[src/rtl/video_host_regs.sv]
// Host-side register window for the video core: scroll/address state (v, t, fine_x, w),
// status flags with NMI, OAM port, and a small FSM that sequences cart accesses for reg7.
module video_host_regs #(
   parameter int P_vblank_line    = 241,
   parameter int P_prerender_line = 261,
   parameter int P_cart_width     = 14,
   parameter int P_cart_latency   = 2
) (
   input  logic                    I_clock,
   input  logic                    I_reset,
   input  logic [2:0]              I_host_addr,
   input  logic                    I_host_wren,
   input  logic                    I_host_rden,
   input  logic [7:0]              I_host_data,
   output logic [7:0]              O_host_data,
   output logic                    O_host_nmi,
   input  logic [15:0]             I_hcount,
   input  logic [15:0]             I_vcount,
   input  logic                    I_spr0_hit,
   input  logic                    I_spr_ovf,
   output logic [7:0]              O_ctrl,
   output logic [7:0]              O_mask,
   output logic [P_cart_width:0]   O_v,
   output logic [P_cart_width:0]   O_t,
   output logic [2:0]              O_fine_x,
   output logic [7:0]              O_oam_addr,
   output logic                    O_oam_wren,
   output logic [7:0]              O_oam_data,
   input  logic [7:0]              I_oam_data,
   output logic [P_cart_width-1:0] O_cart_addr,
   output logic                    O_cart_wren,
   output logic                    O_cart_rden,
   output logic [7:0]              O_cart_data,
   input  logic [7:0]              I_cart_data,
   output logic                    O_busy
);

   localparam int LP_VW = P_cart_width + 1;

   typedef enum logic [1:0] {S_IDLE, S_WR, S_RD, S_WAIT} state_t;

   state_t             r_state;
   state_t             w_state_nxt;
   logic               r_wren_d;
   logic               r_rden_d;
   logic [7:0]         r_ctrl;
   logic [7:0]         r_mask;
   logic [LP_VW-1:0]   r_v;
   logic [LP_VW-1:0]   r_t;
   logic [2:0]         r_fine_x;
   logic               r_w;
   logic [7:0]         r_oam_addr;
   logic               r_oam_wren;
   logic [7:0]         r_oam_data;
   logic [7:0]         r_latch;
   logic [7:0]         r_buf;
   logic [7:0]         r_host_data;
   logic [7:0]         r_cart_wdata;
   logic               r_vblank;
   logic               r_spr0;
   logic               r_ovf;
   logic               r_nmi;
   logic [2:0]         r_wait_cnt;

   logic               w_wr_req;
   logic               w_rd_req;
   logic               w_r7_wr;
   logic               w_r7_rd;
   logic               w_stat_rd;
   logic               w_vbl_set;
   logic               w_pre_clr;
   logic [LP_VW-1:0]   w_inc;
   logic               w_cart_wren;
   logic               w_cart_rden;
   logic               w_v_step;
   logic               w_buf_load;

   // A write edge masks a coincident read edge.
   assign w_wr_req  = I_host_wren & ~r_wren_d;
   assign w_rd_req  = I_host_rden & ~r_rden_d & ~w_wr_req;
   assign w_r7_wr   = w_wr_req && (I_host_addr == 3'd7) && (r_state == S_IDLE);
   assign w_r7_rd   = w_rd_req && (I_host_addr == 3'd7) && (r_state == S_IDLE);
   assign w_stat_rd = w_rd_req && (I_host_addr == 3'd2);
   assign w_vbl_set = (I_vcount == 16'(P_vblank_line)) && (I_hcount == 16'd1);
   assign w_pre_clr = (I_vcount == 16'(P_prerender_line)) && (I_hcount == 16'd1);
   assign w_inc     = r_ctrl[2] ? LP_VW'(32) : LP_VW'(1);

   always_comb begin
      w_state_nxt = r_state;
      w_cart_wren = 1'b0;
      w_cart_rden = 1'b0;
      w_v_step    = 1'b0;
      w_buf_load  = 1'b0;
      case (r_state)
         S_IDLE: begin
            if (w_r7_wr)      w_state_nxt = S_WR;
            else if (w_r7_rd) w_state_nxt = S_RD;
         end
         S_WR: begin
            w_cart_wren = 1'b1;
            w_v_step    = 1'b1;
            w_state_nxt = S_IDLE;
         end
         S_RD: begin
            w_cart_rden = 1'b1;
            w_state_nxt = S_WAIT;
         end
         S_WAIT: begin
            if (r_wait_cnt == 3'd0) begin
               w_buf_load  = 1'b1;
               w_v_step    = 1'b1;
               w_state_nxt = S_IDLE;
            end
         end
         default: w_state_nxt = S_IDLE;
      endcase
   end

   always_ff @(posedge I_clock) begin
      if (I_reset) r_state <= S_IDLE;
      else         r_state <= w_state_nxt;
   end

   always_ff @(posedge I_clock) begin
      if (I_reset) begin
         r_wren_d     <= 1'b0;
         r_rden_d     <= 1'b0;
         r_ctrl       <= '0;
         r_mask       <= '0;
         r_v          <= '0;
         r_t          <= '0;
         r_fine_x     <= '0;
         r_w          <= 1'b0;
         r_oam_addr   <= '0;
         r_oam_wren   <= 1'b0;
         r_oam_data   <= '0;
         r_latch      <= '0;
         r_buf        <= '0;
         r_host_data  <= '0;
         r_cart_wdata <= '0;
         r_vblank     <= 1'b0;
         r_spr0       <= 1'b0;
         r_ovf        <= 1'b0;
         r_nmi        <= 1'b0;
         r_wait_cnt   <= '0;
      end else begin
         r_wren_d   <= I_host_wren;
         r_rden_d   <= I_host_rden;
         r_oam_wren <= 1'b0;
         r_nmi      <= r_vblank & r_ctrl[7];

         if (r_state == S_RD)
            r_wait_cnt <= 3'(P_cart_latency - 1);
         else if (r_state == S_WAIT && r_wait_cnt != 3'd0)
            r_wait_cnt <= r_wait_cnt - 3'd1;

         if (w_v_step)   r_v   <= r_v + w_inc;
         if (w_buf_load) r_buf <= I_cart_data;

         // A status read on the set clock both reports 0 and cancels this frame's set.
         if (w_pre_clr) begin
            r_vblank <= 1'b0;
            r_spr0   <= 1'b0;
            r_ovf    <= 1'b0;
         end else begin
            if (w_stat_rd)      r_vblank <= 1'b0;
            else if (w_vbl_set) r_vblank <= 1'b1;
            if (I_spr0_hit) r_spr0 <= 1'b1;
            if (I_spr_ovf)  r_ovf  <= 1'b1;
         end

         if (w_wr_req) begin
            r_latch <= I_host_data;
            case (I_host_addr)
               3'd0: begin
                  r_ctrl      <= I_host_data;
                  r_t[11:10]  <= I_host_data[1:0];
               end
               3'd1: r_mask <= I_host_data;
               3'd3: r_oam_addr <= I_host_data;
               3'd4: begin
                  r_oam_wren <= 1'b1;
                  r_oam_data <= I_host_data;
                  r_oam_addr <= r_oam_addr + 8'd1;
               end
               3'd5: begin
                  if (!r_w) begin
                     r_t[4:0] <= I_host_data[7:3];
                     r_fine_x <= I_host_data[2:0];
                  end else begin
                     r_t[14:12] <= I_host_data[2:0];
                     r_t[9:5]   <= I_host_data[7:3];
                  end
                  r_w <= ~r_w;
               end
               3'd6: begin
                  if (!r_w) begin
                     r_t[13:8] <= I_host_data[5:0];
                     r_t[14]   <= 1'b0;
                  end else begin
                     r_t[7:0] <= I_host_data;
                     r_v      <= {r_t[LP_VW-1:8], I_host_data};
                  end
                  r_w <= ~r_w;
               end
               3'd7: if (r_state == S_IDLE) r_cart_wdata <= I_host_data;
               default: ;
            endcase
         end else if (w_rd_req) begin
            case (I_host_addr)
               3'd2: begin
                  r_host_data <= {r_vblank, r_spr0, r_ovf, r_latch[4:0]};
                  r_w         <= 1'b0;
               end
               3'd4:    r_host_data <= I_oam_data;
               3'd7:    r_host_data <= r_buf;
               default: r_host_data <= r_latch;
            endcase
         end
      end
   end

   assign O_host_data = r_host_data;
   assign O_host_nmi  = r_nmi;
   assign O_ctrl      = r_ctrl;
   assign O_mask      = r_mask;
   assign O_v         = r_v;
   assign O_t         = r_t;
   assign O_fine_x    = r_fine_x;
   assign O_oam_addr  = r_oam_addr;
   assign O_oam_wren  = r_oam_wren;
   assign O_oam_data  = r_oam_data;
   assign O_cart_addr = r_v[P_cart_width-1:0];
   assign O_cart_wren = w_cart_wren;
   assign O_cart_rden = w_cart_rden;
   assign O_cart_data = r_cart_wdata;
   assign O_busy      = (r_state != S_IDLE);

endmodule

[config.mk]
export PLATFORM = sky130hd
export DESIGN_NAME = video_host_regs
export DESIGN_NICKNAME = d
export VERILOG_FILES = /design/src/rtl/video_host_regs.sv
export SDC_FILE = /design/constraint.sdc
export NUM_CORES = 1
export LEC_CHECK = 0
export CAP_MARGIN = 25
export CORE_MARGIN = 2
export CORE_UTILIZATION = 46
export CTS_CLUSTER_DIAMETER = 40
export DETAILED_ROUTE_END_ITERATION = 12
export PLACE_DENSITY = 0.85
export SLEW_MARGIN = 20
export SYNTH_ARGS = -nofsm -noshare
export SYNTH_HDL_FRONTEND = slang
export SYNTH_SLANG_ARGS = --single-unit
[constraint.sdc]
create_clock -name I_clock -period 1.8 [get_ports I_clock]
set_input_delay 0.36 -clock I_clock [delete_from_list [all_inputs] [get_ports I_clock]]
set_output_delay 0.36 -clock I_clock [all_outputs]
set_load 0.05 [all_outputs]
Word-level counts from Yosys, hierarchy flattened
Index checks and enable logic that the tools add are counted.

Add/subtract/negate cells: 3. Multipliers: 0. Divide/modulo/power cells: 0. $lt $le $gt $ge: 0. Eq/ne operators: 20. Shift-type cells: 0. Mux-type cells: 31. Bitwise operators: 8. Reductions and logical operators: 37.

Operator list (number): $mux 15 (4); $pmux 8 s3 (1); $pmux 10 s2 (1); $eq 16x1->1 const B (1); $eq 16x8->1 const B (1); $eq 16x9->1 const B (1); $pmux 8 s2 (1); $add 15x6->15 (1); $reduce_bool 2->1 (7); $eq 3x3->1 const B (4); $ne 2x2->1 const B (6); $reduce_and 2->1 (6); $reduce_and 3->1 (4); $reduce_and 4->1 (3); $mux 1 (11); $mux 5 (2); $add 8x1->8 const B (1); $logic_and 1x1->1 (8); $mux 8 (1); $pmux 2 s4 (1); $reduce_or 2->1 (4); $mux 7 (1); $eq 3x2->1 const B (2); $logic_not 3->1 (2); other kinds (16) (25).

Flip-flop bits (word level): 110. Bits in latches: 0. RAM bits: 0. Bits in read-only memories: 0. Input bits: 65. Output and inout bits: 100. Word-level logic and storage cells: 124. Memories: 0.

Longest topological paths before layout
Gate-level depths: netlist of run 1.

Depth after elaboration: 9. Mapped depth: 8. Gate-level depth less buffers: 7.

Worst setup path after synthesis of run 1
Ideal clock, no wire load.

Path type: reg2reg. Start point: reg r_ctrl[2] (netlist: O_ctrl[2]). End point: reg r_v[10] (netlist: O_v[10]). Arrival time: 1.816 ns. Data required time: 1.714 ns. Setup slack: -0.101 ns. Cell stages (with the launch flop): 8. Clock period less this slack: 1.901 ns. Path through: dfxtp_1 -> inv_1 -> ha_1 -> ha_1 -> a31o_2 -> nand4_1 -> xor2_1 -> a211oi_1.

Cells in the longest elaborated chain, start to end: 6.

RTL lines: start: declaration (line 46) `logic [7:0] r_ctrl;`; start signal: assignment (line 176) `r_ctrl <= I_host_data;`; $mux 6 * (line 86) `assign w_inc = r_ctrl[2] ? LP_VW'(32) : LP_VW'(1);`; $add 15x6->15 * (line 157) `if (w_v_step) r_v <= r_v + w_inc;`; $mux 15 * (line 157); $mux 15 (line 197) `if (!r_w) begin`; $mux 15 (line 174) `case (I_host_addr)`; $mux 15 * (line 172) `if (w_wr_req) begin`; end signal: assignment (line 157); end signal: assignment (line 202) `r_v <= {r_t[LP_VW-1:8], I_host_data};`; end: declaration (line 48) `logic [LP_VW-1:0] r_v;`.

Every way passes the cells marked *; elsewhere a longest branch is shown, timed or not. A chain may end at the register's enable or synchronous reset.

Final worst setup path of run 1
Start point: in I_host_addr[0]. End point: reg r_v[4] (netlist: O_v[4]).

Cells in the longest elaborated chain, start to end: 3.

RTL lines: start: declaration (line 11) `input logic [2:0] I_host_addr,`; $eq 3x3->1 (line 174); $mux 15 (line 174); $mux 15 (line 172).

Every way passes these cells.

==> results of run 1 <==
-- how the worst max path moves through the flow --
stage          depth (start not counted)                 end
2_1_floorplan                          2         O_cart_rden
3_3_place_gp                           7   O_v[5]$_SDFF_PP0_
3_5_place_dp                           6   O_v[0]$_SDFF_PP0_
4_1_cts                                7   O_v[4]$_SDFF_PP0_
5_1_grt                                7  O_v[10]$_SDFF_PP0_
6_report                               6   O_v[4]$_SDFF_PP0_
-- through the flow --
stage          worst slack, ns  cells
6_report                0.0345    951
5_1_grt               -0.00595    951
4_1_cts                 0.0384    949
3_5_place_dp            -0.429    933
3_3_place_gp            -0.376    933
2_1_floorplan           0.0287    618
-- cell type report --
| type | instances | area, sq um |
|---|---|---|
| clock buffers | 10 | 138 |
| clock inverters | 6 | 68.8 |
| fillers | 865 | 3570 |
| inverters | 6 | 22.5 |
| multi-input cells | 443 | 2640 |
| flip-flops and latches | 110 | 2210 |
| well taps | 140 | 175 |
| repair buffers | 236 | 2020 |
-- registers in the layout, indices dropped and copies added (netlist names), 2 cells and up --
register     flops
O_host_data      8
O_v             15
O_oam_data       8
O_cart_data      8
O_fine_x         3
O_mask           8
r_buf            8
r_wait_cnt       3
r_latch          8
r_state          2
O_t             15
O_oam_addr       8
O_ctrl           8
-- logic make-up after synthesis --
family / synth area share
simple gates: 0.228
mux: 0.0570
buf+inv: 0.0640
compound gates: 0.182
flops: 0.430
xor+xnor: 0.0240
fa+ha+maj: 0.0147
-- power by group --
part | switching (uW) | internal [uW]
clock | 869 | 692
sequential | 51.1 | 2490
combinational | 483 | 384
-- what timing repair did --
item / CTS / global route
cloned: 0 / 1
setup buffers: 0 / 1
gates resized for setup: 3 / 12
endpoints found under the hold margin: 0 / 0
setup endpoints to repair: 5 / 40
pin swaps: 0 / 3
-- cell usage after synthesis (all sizes together), types with 2 or more instances --
| library cell | number | area [sq um] |
|---|---|---|
| dfxtp | 110 | 2200 |
| nor2 | 89 | 339 |
| nand2 | 84 | 315 |
| a21oi | 57 | 293 |
| buf | 31 | 200 |
| clkbuf | 28 | 105 |
| mux2i | 28 | 280 |
| a211oi | 22 | 165 |
| nand3 | 19 | 95.1 |
| o21ai | 14 | 70.1 |
| a311oi | 11 | 96.3 |
| o22ai | 11 | 68.8 |
| xor2 | 11 | 96.3 |
| nor2b | 8 | 50.1 |
| nand4 | 7 | 43.8 |
| and3 | 6 | 37.5 |
| ha | 6 | 75.1 |
| inv | 6 | 22.5 |
| a211o | 5 | 43.8 |
| and2 | 5 | 31.3 |
| nand2b | 5 | 31.3 |
| nand3b | 5 | 37.5 |
| nor4 | 5 | 31.3 |
| a31oi | 4 | 25.0 |
| a22oi | 3 | 22.5 |
| nor3b | 3 | 33.8 |
| xnor2 | 3 | 26.3 |
| a22o | 2 | 17.5 |
| a41o | 2 | 20.0 |
| and4 | 2 | 17.5 |
| nor3 | 2 | 10.0 |
| nor4b | 2 | 17.5 |
| or4 | 2 | 15.0 |
-- layer usage --
metal / share of wire / routed length, um / up-vias / global-route usage
li1: - / - / 2535 / -
met1: 0.41 / 6390 / 2467 / 0.326
met2: 0.49 / 7580 / 216 / 0.432
met3: 0.071 / 1100 / 30 / 0.0379
met4: 0.024 / 367 / 0 / 0.110
met5: 0 / 0 / - / 0
-- critical path: stages --
cell and delay, ns:
clkdlybuf4s50_1 0.40, buf_4 0.17, or4b_1 0.56, buf_4 0.19
buf_4 0.16, a211oi_1 0.22
==> summary.md, run 1 <==
| Metric | Value |
|---|---|
| WP data required | 2.09 ns |
| CP Max Fanout | 10 |
| TritonCTS clock tree | yes |
| Max Cap Violations | 0 |
| WHS Endpoint | r_state[1]$_SDFFE_PP0P_ |
| Status | completed |
| Flop-to-flop setup slack | 0.08 ns |
| Setup violators final | 0 |
| N_diodes | 0 |
| Clk Latency, worst-skew pair | 0.38 ns |
| Synth async-reset ratio | 0 |
| Final core occ | 0.671 |
| Starting Density | 0.472 |
| Reg2Reg Depth | 6 |
| Cell count after synthesis | 618 |
| Period utilization | 0.981 |
| Commonest non-fill, non-tap cell in the layout | buf_4 |
| Syn Area/Cell | 8.28 sq um |
| First-pass GRT wire length | 23900 um |
| Vias in the first global route | 4842 |
| Most frequent cells in the layout | 163 x buf_4, 107 x dfxtp_1, 87 x nor2_1, 84 x nand2_1, 61 x clkdlybuf4s50_1 |
| Synth cell types | 60 |
| Worst setup path start | I_host_addr[0] |
| Drt first pass iters | 5 |
| Chip width | 109 um |
| Share of layout cells above drive strength 1 | 0.264 |
| Vias per cell | 5.52 |
| Mapped Nets | 689 |
| Max Freq | 566 MHz |
| Worst slew pin tran | 0.442 ns |
| Fin. Hold Viols | 0 |
| Worst clock skew | 0.00785 ns |
| Antenna viol nets, final | 0 |
| Post-synth EDFFs | 0 |
| Post-synthesis sequential element count | 110 |
| Area Growth Syn to Fin | 42.0% |
| Top Ports | 165 |
| Post-DP Area | 6990 sq um |
| Max-slew headroom | 0.704 |
| # DRC | 0 |
| Clk buf depth | 2 |
| Ys flop type | dfxtp_1 |
| Routed wire length per instance | 16.2 um |
| Seq/Total Area, Yosys | 0.430 |
| Die area | 12000 sq um |
| Cell Pwr Density | 684 nW/um^2 |
| CTS buffer count | 9 |
| IR Drop Worst-Case VDD | 0.496 mV |
| Num Clock Sinks | 110 |
| Arr. time, crit path | 2.05 ns |
| Via count | 5248 |
| Gpl congestion | 0.874 |
| Global route overflow | 0 |
| Minimum clock period after layout | 1.77 ns |
| Syn. warnings | 0 |
| Min-Delay Startpoint | I_reset |
| Hold Buf Count CTS | 0 |
| Synth Cell Area | 5120 sq um |
| # H-tree levels | 3 |
| Worst-path clk slew | 0.11 ns |
| Initial antenna violation count | 0 |
| Worst hold margin | 0.399 ns |
| Total track usage | 0.256 |
| Critical R2R Capture | O_v[3]$_SDFF_PP0_ |
| Pwr Total | 4970 uW |
| Initial DRC count | 351 |
| CTS Root Cell | clkbuf_8 |
| Setup TNS | 0 ns |
| Hold WC Path Type | in -> reg |
| Hold path cells | 2 |
| Reg-to-Reg Start | O_ctrl[2]$_SDFFE_PP0P_ |
| Final WL | 15400 um |
| FP Rows | 38 |
| Largest net degree at the start of global routing | 37 |
| Lkg Pwr | 0.00315 uW |
| Max-slew violations | 0 |
| Die Y | 109 um |
| Cell area after layout | 7270 sq um |
| Post-detail-place hpwl | 11500 um |
| Port buffer count | 164 |
| Startpoint Class | input port |
| Core area | 10800 sq um |
| Nets@finish | 877 |
| Endpoint class of the critical path | flop |
| Setup CP Type | in -> reg |
Note: power is estimated with default switching activity, not from simulation.
==> run 2: changes to the inputs <==
--- a/config.mk
+++ b/config.mk
@@ -7,10 +7,10 @@
 export LEC_CHECK = 0
 export CAP_MARGIN = 25
 export CORE_MARGIN = 2
-export CORE_UTILIZATION = 46
+export CORE_UTILIZATION = 50
 export CTS_CLUSTER_DIAMETER = 40
 export DETAILED_ROUTE_END_ITERATION = 12
-export PLACE_DENSITY = 0.85
+export PLACE_DENSITY = 0.91
 export SLEW_MARGIN = 20
 export SYNTH_ARGS = -nofsm -noshare
 export SYNTH_HDL_FRONTEND = slang
==> constraint.sdc (replaced) <==
create_clock -name I_clock -period 2.05 [get_ports I_clock]
set_input_delay 0.41 -clock I_clock [delete_from_list [all_inputs] [get_ports I_clock]]
set_output_delay 0.41 -clock I_clock [all_outputs]
set_load 0.05 [all_outputs]
==> run 2 against run 1 <==
  * Power decreased by 16%
  * Register-to-register slack better by 0.04 ns
  * Critical endpoint is now O_oam_addr[7]
  * Sequential power is 12% lower
  * Worst setup slack improved by 0.0057 ns
  * Highest routed layer unchanged
  * First-iteration DRC count up 2.3%
==> summary.md, run 2 (same netlist as run 1, synthesis figures left out) <==
| Metric | Value |
|---|---|
| CP peak stage delay | 0.84 ns |
| Internal power | 2960 uW |
| FP Rows | 36 |
| P_sw | 1230 uW |
| Chip width | 105 um |
| Clk Latency, worst-skew pair | 0.37 ns |
| Worst-path clk slew | 0.10 ns |
| Num Clock Sinks | 110 |
| Vias in the first global route | 5082 |
| IR Drop Worst-Case VDD | 0.323 mV |
| CTS Root Cell | clkbuf_8 |
| Reg-to-Reg Start | r_wait_cnt[0]$_SDFFE_PP0P_ |
| Sw frac | 0.292 |
| Die Y | 105 um |
| # DRC | 0 |
| Period utilization | 0.980 |
| Total track usage | 0.286 |
| Antenna viol nets, final | 0 |
| Hold path cells | 2 |
| Gpl congestion | 0.895 |
| # H-tree levels | 3 |
| Top delay family on crit path | buffers and inverters |
| RSZ-0062 raised after global routing | false |
| Cell area after layout | 7260 sq um |
| Clk buf depth | 2 |
| Flop pwr share | 0.534 |
| Die area | 11100 sq um |
| Setup violators final | 0 |
| Initial antenna violation count | 0 |
| Max-slew headroom | 0.579 |
| Port buffer count | 164 |
| Via count | 5233 |
| Clock power share | 0.287 |
| Post-detail-place hpwl | 11800 um |
| CP max stage cell | clkdlybuf4s50_1 |
| Routed wire length per instance | 17.1 um |
| Global route overflow | 0 |
| N_diodes | 0 |
| Largest net degree at the start of global routing | 62 |
| Endpoint class of the critical path | output pin |
| Comb pwr share | 0.179 |
| Top Ports | 165 |
| Critical R2R Capture | O_v[4]$_SDFF_PP0_ |
| Reg2Reg Depth | 7 |
| Worst setup path start | O_oam_addr[7]$_SDFFE_PP0P_ |
| Startpoint Class | flop |
| Cell Pwr Density | 577 nW/um^2 |
| Drt first pass iters | 5 |
| Setup CP Type | reg -> out |
| WHS Endpoint | O_host_nmi$_SDFF_PP0_ |
| Flop-to-flop setup slack | 0.12 ns |
| Hold Buf Count CTS | 0 |
| Minimum clock period after layout | 2.01 ns |
| Starting Density | 0.519 |
| Min-Delay Startpoint | O_ctrl[7]$_SDFFE_PP0P_ |
| Core area | 9860 sq um |
| Max-slew violations | 0 |
| Most frequent cells in the layout | 125 x clkdlybuf4s50_1, 110 x dfxtp_1, 87 x nor2_1, 84 x nand2_1, 55 x a21oi_1 |
| CP Buf/Inv Count | 1 |
| WP data required | 1.64 ns |
| Worst clock skew | 0.0115 ns |
| Share of layout cells above drive strength 1 | 0.107 |
| Hold WC Path Type | reg -> reg |
| Initial DRC count | 359 |
| Area Growth Syn to Fin | 41.9% |
| Final WL | 15800 um |
| Status | completed |
| Fin. Hold Viols | 0 |
| First-pass GRT wire length | 25600 um |
| Vias per cell | 5.66 |
| Nets@finish | 858 |
| Lkg Pwr | 0.00323 uW |
| CP Max Fanout | 3 |
| Max Freq | 498 MHz |
| Post-CTS setup repair buffer count | 0 |
| TritonCTS clock tree | yes |
| Crit-path cells | clkdlybuf4s50_1 |
| Max Cap Violations | 0 |
| Post-DP Area | 7060 sq um |
| CTS buffer count | 9 |
| Worst slew pin tran | 0.631 ns |
| Worst hold margin | 0.461 ns |
| Arr. time, crit path | 1.60 ns |
| Commonest non-fill, non-tap cell in the layout | clkdlybuf4s50_1 |
## run 2: cell count changes in the layout (fill, tap and decap cells not counted), sizes merged
| cell | delta |
|---|---|
| clkbuf | -1 |
| inv | -1 |
| clkinv | +1 |
| bufinv | -1 |
| clkinvlp | +1 |
| dlygate4sd2 | +15 |
| dlymetal6s2s | +17 |
| buf | -115 |
| clkdlybuf4s50 | +64 |
## run 2: final cells by class
class / instances / area (sq um)
Clock buffer: 9 / 124
Clock inverter: 6 / 48.8
Fill cell: 700 / 2600
Inverter: 6 / 22.5
Multi-Input combinational cell: 443 / 2600
Sequential cell: 110 / 2200
Tap cell: 133 / 166
Timing Repair Buffer: 217 / 2100
## run 2: worst max path at each step
stage                                        end  cells after the start
after CTS                         O_cart_addr[9]                      1
after global routing             O_cart_addr[13]                      1
after global placement    O_ctrl[2]$_SDFFE_PP0P_                      7
final                              O_oam_addr[7]                      1
after floorplan               O_v[10]$_SDFF_PP0_                      7
after detailed placement  O_mask[6]$_SDFFE_PP0P_                      8
## run 2: through the flow
step | util | total power (uW) | instances | setup TNS, ns | setup slack, ns
after global placement | 0.715 | 3000 | 909 | -5.12 | -0.137
after floorplan | - | 2680 | 618 | 0 | 0.149
after global routing | 0.736 | 4360 | 924 | 0 | 0.00531
final | 0.736 | 4190 | 924 | 0 | 0.0402
after CTS | 0.731 | 4190 | 924 | 0 | 0.00328
after detailed placement | 0.715 | 3030 | 909 | -8.24 | -0.204
## run 2: what timing repair did
| item | in CTS | in global routing |
|---|---|---|
| endpoints found under the setup margin | 16 | 22 |
| resized for setup | 16 | 19 |
| pin swaps | 0 | 0 |
## run 2: power groups by stage
stage / registers (uW) / clock network (uW) / logic (uW)
3_5_place_dp: 2280 / 0 / 744
2_1_floorplan: 2400 / 0 / 280
3_3_place_gp: 2280 / 0 / 723
5_1_grt: 2240 / 1320 / 798
4_1_cts: 2230 / 1210 / 744
6_report: 2240 / 1200 / 750
## run 2: metal layers
| layer | share of wire | track usage | up-vias | wire [um] |
|---|---|---|---|---|
| met5 | 0 | 0 | - | 0 |
| met4 | 0.030 | 0.120 | 0 | 472 |
| met3 | 0.070 | 0.0487 | 46 | 1110 |
| met1 | 0.41 | 0.355 | 2451 | 6440 |
| li1 | - | - | 2489 | - |
| met2 | 0.49 | 0.486 | 247 | 7760 |
